[src/rtl/lbm_sweep_ctrl.sv]
// Raster-order sweep sequencer for one lattice-Boltzmann streaming pass.
// Issues each cell's (hor, vert) on all 9 neighbour lanes and emits a delayed write-back coordinate.
module lbm_sweep_ctrl #(
  parameter int HPIXELS      = 205,
  parameter int VPIXELS      = 154,
  parameter int LATENCY      = 3,
  parameter int READ_LATENCY = 2,
  localparam int HOR_SIZE    = $clog2(HPIXELS),
  localparam int VERT_SIZE   = $clog2(VPIXELS),
  localparam int D           = LATENCY + READ_LATENCY
) (
  input  logic                            clk_in,
  input  logic                            rst_in,
  input  logic                            start_in,
  input  logic                            stall_in,
  output logic [8:0][HOR_SIZE-1:0]        hor_out,
  output logic [8:0][VERT_SIZE-1:0]       vert_out,
  output logic                            valid_out,
  output logic                            wb_valid_out,
  output logic [HOR_SIZE-1:0]             wb_hor_out,
  output logic [VERT_SIZE-1:0]            wb_vert_out,
  output logic                            busy_out,
  output logic                            done_out,
  output logic [15:0]                     frame_count_out
);

  localparam logic [1:0] ST_IDLE  = 2'd0;
  localparam logic [1:0] ST_SWEEP = 2'd1;
  localparam logic [1:0] ST_DRAIN = 2'd2;
  localparam logic [1:0] ST_DONE  = 2'd3;

  localparam int DW = $clog2(D + 1);
  localparam logic [HOR_SIZE-1:0]  COL_LAST   = HOR_SIZE'(HPIXELS - 1);
  localparam logic [VERT_SIZE-1:0] ROW_LAST   = VERT_SIZE'(VPIXELS - 1);
  localparam logic [DW-1:0]        DRAIN_LAST = DW'(D);

  logic [1:0]           state_q, state_d;
  logic [HOR_SIZE-1:0]  col_q, col_d;
  logic [VERT_SIZE-1:0] row_q, row_d;
  logic [DW-1:0]        drain_q, drain_d;
  logic                 vld_q, vld_d;
  logic [HOR_SIZE-1:0]  hor_q, hor_d;
  logic [VERT_SIZE-1:0] vert_q, vert_d;
  logic                 busy_q, busy_d;
  logic                 done_q, done_d;
  logic [15:0]          frame_count_q, frame_count_d;

  logic                 issue;
  logic [HOR_SIZE-1:0]  cur_col;
  logic [VERT_SIZE-1:0] cur_row;

  logic                 dly_vld_q  [D];
  logic                 dly_vld_d  [D];
  logic [HOR_SIZE-1:0]  dly_hor_q  [D];
  logic [HOR_SIZE-1:0]  dly_hor_d  [D];
  logic [VERT_SIZE-1:0] dly_vert_q [D];
  logic [VERT_SIZE-1:0] dly_vert_d [D];

  always_comb begin
    state_d       = state_q;
    col_d         = col_q;
    row_d         = row_q;
    drain_d       = drain_q;
    vld_d         = 1'b0;
    hor_d         = hor_q;
    vert_d        = vert_q;
    done_d        = 1'b0;
    frame_count_d = frame_count_q;
    issue         = 1'b0;
    cur_col       = col_q;
    cur_row       = row_q;

    case (state_q)
      ST_IDLE: begin
        // The start edge itself issues cell (0,0) so the first cell appears one cycle later.
        if (start_in) begin
          issue   = 1'b1;
          cur_col = '0;
          cur_row = '0;
          state_d = ST_SWEEP;
        end
      end
      ST_SWEEP: issue = !stall_in;
      ST_DRAIN: begin
        if (drain_q == DRAIN_LAST) begin
          state_d = ST_DONE;
          done_d  = 1'b1;
        end else begin
          drain_d = drain_q + 1'b1;
        end
      end
      ST_DONE: begin
        state_d       = ST_IDLE;
        frame_count_d = frame_count_q + 16'd1;
      end
      default: state_d = ST_IDLE;
    endcase

    if (issue) begin
      vld_d  = 1'b1;
      hor_d  = cur_col;
      vert_d = cur_row;
      if (cur_col == COL_LAST) begin
        col_d = '0;
        if (cur_row == ROW_LAST) begin
          row_d   = '0;
          drain_d = '0;
          state_d = ST_DRAIN;
        end else begin
          row_d = cur_row + 1'b1;
        end
      end else begin
        col_d = cur_col + 1'b1;
      end
    end

    busy_d = (state_d != ST_IDLE);
  end

  // Write-back delay line: shifts every cycle, independent of stall.
  always_comb begin
    dly_vld_d[0]  = vld_q;
    dly_hor_d[0]  = hor_q;
    dly_vert_d[0] = vert_q;
    for (int i = 1; i < D; i++) begin
      dly_vld_d[i]  = dly_vld_q[i-1];
      dly_hor_d[i]  = dly_hor_q[i-1];
      dly_vert_d[i] = dly_vert_q[i-1];
    end
  end

  always_ff @(posedge clk_in or posedge rst_in) begin
    if (rst_in) begin
      state_q       <= ST_IDLE;
      col_q         <= '0;
      row_q         <= '0;
      drain_q       <= '0;
      vld_q         <= 1'b0;
      hor_q         <= '0;
      vert_q        <= '0;
      busy_q        <= 1'b0;
      done_q        <= 1'b0;
      frame_count_q <= '0;
      for (int i = 0; i < D; i++) begin
        dly_vld_q[i]  <= 1'b0;
        dly_hor_q[i]  <= '0;
        dly_vert_q[i] <= '0;
      end
    end else begin
      state_q       <= state_d;
      col_q         <= col_d;
      row_q         <= row_d;
      drain_q       <= drain_d;
      vld_q         <= vld_d;
      hor_q         <= hor_d;
      vert_q        <= vert_d;
      busy_q        <= busy_d;
      done_q        <= done_d;
      frame_count_q <= frame_count_d;
      for (int i = 0; i < D; i++) begin
        dly_vld_q[i]  <= dly_vld_d[i];
        dly_hor_q[i]  <= dly_hor_d[i];
        dly_vert_q[i] <= dly_vert_d[i];
      end
    end
  end

  assign hor_out         = {9{hor_q}};
  assign vert_out        = {9{vert_q}};
  assign valid_out       = vld_q;
  assign wb_valid_out    = dly_vld_q[D-1];
  assign wb_hor_out      = dly_hor_q[D-1];
  assign wb_vert_out     = dly_vert_q[D-1];
  assign busy_out        = busy_q;
  assign done_out        = done_q;
  assign frame_count_out = frame_count_q;

endmodule

[config.mk]
export PLATFORM = sky130hd
export DESIGN_NAME = lbm_sweep_ctrl
export DESIGN_NICKNAME = d
export VERILOG_FILES = /design/src/rtl/lbm_sweep_ctrl.sv
export SDC_FILE = /design/constraint.sdc
export NUM_CORES = 1
export LEC_CHECK = 0
export BUFFER_PORTS_ARGS = -buffer_cell sky130_fd_sc_hd__buf_4
export CORE_ASPECT_RATIO = 1.25
export CORE_MARGIN = 8
export CORE_UTILIZATION = 55
export CTS_CLUSTER_DIAMETER = 30
export DETAILED_ROUTE_END_ITERATION = 7
export PLACE_DENSITY = 0.94
export SLEW_MARGIN = 5
export SYNTH_ARGS = -nofsm -noshare
export SYNTH_HDL_FRONTEND = slang
export SYNTH_SLANG_ARGS = --single-unit
[constraint.sdc]
create_clock -name clk_in -period 12.65 [get_ports clk_in]
set_input_delay 2.53 -clock clk_in [delete_from_list [all_inputs] [get_ports clk_in]]
set_output_delay 2.53 -clock clk_in [all_outputs]
set_load 0.01 [all_outputs]
== Yosys cells after proc, flatten, opt, wreduce, memory -nomap -nowiden ==
Index checks and enable logic that the tools add are counted.

* Register bits: 141
* Input port bits: 4
* Output and inout port bits: 180
* Logic and storage cells: 61

* Add/sub/neg operators: 4
* Eq/ne operators: 6
* Muxes and demuxes: 22
* Reduce and logical (&&, ||, !) cells: 4

{| class="wikitable"
|+ Operator list
! kind !! number
|-
| $mux 8 || 6
|-
| $add 16x1->16 const B || 1
|-
| $add 8x1->8 const B || 2
|-
| $eq 8x8->1 const B || 2
|-
| $mux 3 || 5
|-
| $mux 2 || 5
|-
| $pmux 2 s3 || 1
|-
| $eq 2x2->1 const B || 2
|-
| $mux 1 || 4
|-
| $add 3x1->3 const B || 1
|-
| $eq 3x3->1 const B || 1
|-
| $eq 2x1->1 const B || 1
|-
| $logic_not 2->1 || 1
|-
| $pmux 1 s2 || 1
|-
| $reduce_and 2->1 || 1
|-
| $reduce_bool 2->1 || 1
|-
| $logic_not 1->1 || 1
|}

== Logic depth before layout (Yosys ltp) ==
* Depth in word-level cells: 7
* Gate-level depth with buffers: 10
* Depth with buffers taken out: 8

== Worst setup path before layout ==
Ideal clock, no wire load.

* Path kind: input port to flip-flop
* From: input port start_in
* To: register drain_q[2]
* Library setup time: 0.124 ns
* Arrival: 4.182 ns
* Required time: 12.526 ns
* Setup slack: 8.344 ns
* Cell stages on the path: 9
* Path buffers: 2
* Path through: or3b_1 > clkbuf_1 > buf_2 > nand2_1 > ha_1 > nor4b_1 > and4bb_2 > and2_1 > nor3_1

* Longest elaborated chain between the ends: 6
* Elaborated cells between the ends (all ways): 11
* Those cells by class: eq/ne: 2; mux: 9

{| class="wikitable"
|+ RTL lines
! item !! line !! RTL
|-
| start: declaration || 14 || <nowiki>input logic start_in,</nowiki>
|-
| $mux 8 || 76 || <nowiki>if (start_in) begin</nowiki>
|-
| $mux 8 || 73 || <nowiki>case (state_q)</nowiki>
|-
| $eq 8x8->1 || 105 || <nowiki>if (cur_row == ROW_LAST) begin</nowiki>
|-
| $mux 3 || 105 ||
|-
| $mux 3 || 103 || <nowiki>if (cur_col == COL_LAST) begin</nowiki>
|-
| $mux 3 * || 99 || <nowiki>if (issue) begin</nowiki>
|-
| net drain_d[2] || 40 || <nowiki>logic [DW-1:0] drain_q, drain_d;</nowiki>
|-
| end signal: assignment || 153 || <nowiki>drain_q <= drain_d;</nowiki>
|-
| end: declaration || 40 ||
|}

Mark *: on every way through the listed nets, which the timed path passes. The rest lies on a longest branch.
A chain may end at the register's enable or synchronous reset.

== Worst setup path after layout ==
* From: input port start_in
* To: register row_q[3]

* Longest elaborated chain between the ends: 4
* Elaborated cells between the ends (all ways): 11
* Those cells by class: add/sub: 1; eq/ne: 2; mux: 7; reduce/logical: 1

{| class="wikitable"
|+ RTL lines
! item !! line !! RTL
|-
| $mux 8 * || 76 ||
|-
| $mux 8 * || 73 ||
|-
| net cur_row[0] || 50 || <nowiki>logic [VERT_SIZE-1:0] cur_row;</nowiki>
|-
| $add 8x1->8 or $eq 8x8->1 (tied branches) || 110, 105 ||
|-
| $mux 8 * || 105 ||
|-
| end signal: assignment || 152 || <nowiki>row_q <= row_d;</nowiki>
|-
| end: declaration || 39 || <nowiki>logic [VERT_SIZE-1:0] row_q, row_d;</nowiki>
|}

Marked as above.

==> run summary <==
Global Route Usage Sum: 16.0%
drt pass-1 iters: 4
Synth area leaders: dfrtp_1 60%, buf_4 18%, nand2_1 2.8%
Net Sw Frac: 24.7%
initial antenna violation count: 0
FMAX: 226 MHz
sequential fraction of design power: 42.5%
total number of vias: 3,350
cell taking the most area after synthesis: dfrtp_1
first-pass GRT wire length: 17,900 um
Via density: 4.90
sequential fraction of the synthesis area: 59.7%
depth of the CTS H-tree: 4
vias in the first global route: 3,286
worst slew pin tran: 1020 ps
wire per inst: 16.4 um
Inserted Diodes: 0
top cells by count, synth: 144 x buf_4, 141 x dfrtp_1, 44 x nand2_1
CP endpoint kind: register
final layout net count: 550
share of layout cells above drive strength 1: 40.8%
CTS resizes: 0
Sink Count: 141
register area: 3530 um^2
Die H: 132 um
startpoint class of the critical path: primary input
kind of critical path: primary input to register
CTS max path bufs: 2
clock root buffer: clkbuf_16
starting density of the core: 56.2%
Mapped Nets: 502
period utilization: 34.9%
# DRC: 0
Synth cell types: 49
setup TNS: 0 ps
Die Wd: 109 um
combinational share of power: 14.7%
Pins Over Slew Limit: 0
Cells after DPL: 652
EDFF count, synth: 0
cell area power density: 183 nW/um^2
HPWL after DPL: 7930 um
cts hold-fix bufs: 0
NetSw: 0.316 mW
Slew HR: 32.2%
grt total ovfl: 0
Synth async-reset ratio: 100%
top-area cell type share of the netlist area: 59.7%
Setup WS post-layout: 8230 ps
Ys Warns: 0
WP data arrival: 4740 ps
ys flop type: dfrtp_1
DRT iter0 DRCs: 141
Final ANT Viol Nets: 0
die area: 14,300 um^2
Layout Skew: 6.59 ps
Worst VDD drop: 0.000103 V
Syn Inst Count: 491
Layout area overhead: 18.1%
Ports: 184
Hold Crit Class: register to register
postcts setup bufs: 0
syn avg cell area: 12.0 um^2
Setup violations, final: 0
Place WS: 7820 ps
Max Cap Violations: 0
largest net degree at the start of global routing: 85
most numerous cell in the Yosys netlist: buf_4
synthesis-stage register bit count: 141
Lkg Pwr: 3.59 nW
min cycle time layout: 4420 ps
Hold Violations, Final: 0
FILL cells: 762
highest fanout seen on the critical path: 17
cell area after layout: 6970 um^2
Synth Cell Area: 5910 um^2
# rows: 42
gp weighted congestion: 0.746
IO buf count: 183
core area: 10,500 um^2
run status: completed
Power Internal: 0.960 mW
final std cells w/o fill: 684
TritonCTS Buffers: 17
Required @ worst endpoint: 12,970 ps
Placed Area: 6310 um^2
final WL: 11,200 um
clock input transition at the sequential cells of the worst setup and hold paths: 60 ps
Skew-Pair Late Insertion Delay: 410 ps
Clock power frac: 42.8%
multi-input combinational cell area: 1200 um^2
CTS tree: built
unrepaired setup endpoints after global routing: no
-- cell families after synthesis --
| family | count (synthesis) | synth area share [%] |
|---|---|---|
| fa+ha+maj | 7 | 1.48 |
| xor+xnor | 18 | 2.67 |
| mux | 3 | 0.572 |
| compound gates | 51 | 5.70 |
| simple gates | 107 | 9.75 |
| flops | 141 | 59.7 |
| buf+inv | 164 | 20.1 |
-- metal layers --
| metal | wire length [um] | up-vias | track usage [%] |
|---|---|---|---|
| met2 | 5910 | 117 | 26.4 |
| met5 | 0 | - | 0 |
| met4 | 136 | 0 | 6.25 |
| li1 | - | 1578 | - |
| met1 | 4240 | 1643 | 18.2 |
| met3 | 923 | 12 | 5.87 |
-- worst paths after layout --
path | endpoint | slack [ps] | start | cells after the start
worst max-delay path | row_q[3] | 8230 | start_in | 8
worst min-delay path | dly_hor_d[20] | 340 | dly_hor_d[28] | 0
worst max register to register | row_q[3] | 9850 | state_q[1] | 7
worst min register to register | dly_hor_d[20] | 340 | dly_hor_d[28] | 0
max in group asynchronous | dly_hor_d[27] | 9120 | rst_in | 3
min in group asynchronous | dly_hor_d[13] | 2170 | rst_in | 2
-- state kept, by name, summed over array words and instances (netlist names) --
register,cells
busy_out,1
col_q,8
dly_hor_d,32
dly_vert_d,32
dly_vld_d,4
done_out,1
drain_q,3
frame_count_out,16
hor_q,8
row_q,8
state_q,2
valid_out,1
vert_q,8
wb_hor_out,8
wb_valid_out,1
wb_vert_out,8
-- cell usage in the layout (no fill, tap or decap), types with 4 or more instances in the layout --
master	synthesis	layout
buf_4	144	184
dfrtp_1	141	141
nand2_1	44	44
o21ai_0	19	19
clkbuf_16	0	17
nand3_1	13	13
xnor2_1	13	13
a21oi_1	8	8
nor3_1	8	8
inv_1	8	7
ha_1	7	7
nor2_1	6	6
and3_1	5	5
xor2_1	5	5
bufinv_16	0	5
o31ai_1	4	4
and2_1	4	4
and4_1	4	4
clkinv_4	0	4
-- power groups by stage --
stage          clock network (mW)  logic [mW]  registers (mW)
3_5_place_dp                    0       0.192           0.550
6_report                    0.545       0.187           0.543
4_1_cts                     0.555       0.192           0.544
2_1_floorplan                   0       0.159           0.538
3_3_place_gp                    0       0.190           0.546
5_1_grt                     0.577       0.201           0.552
-- cell type report --
type,instances,share of cell area [%]
clock buffer,20,6.55
clock inverter,12,2.98
inverter,9,0.556
multi-input combinational,186,17.2
sequential,141,50.6
tap,132,2.37
timing repair buffer,184,19.8
-- critical path, stage by stage --
cell and delay [ps]:
buf_4 100, or3b_1 600, and2_1 330, ha_1 200, nor4b_1 140, a41oi_1 460
o21ai_0 160, a31oi_1 210
-- through the flow --
| stage | total power [mW] | utilization (%) | hold WS [ps] |
|---|---|---|---|
| 6_report | 1.28 | 66.4 | 345 |
| 5_1_grt | 1.33 | 66.4 | 352 |
| 4_1_cts | 1.29 | 66.4 | 345 |
| 3_5_place_dp | 0.742 | 60.0 | 335 |
| 3_3_place_gp | 0.735 | 60.0 | 331 |
| 2_1_floorplan | 0.697 | - | 331 |
Note: power is estimated with default switching activity, not from simulation.
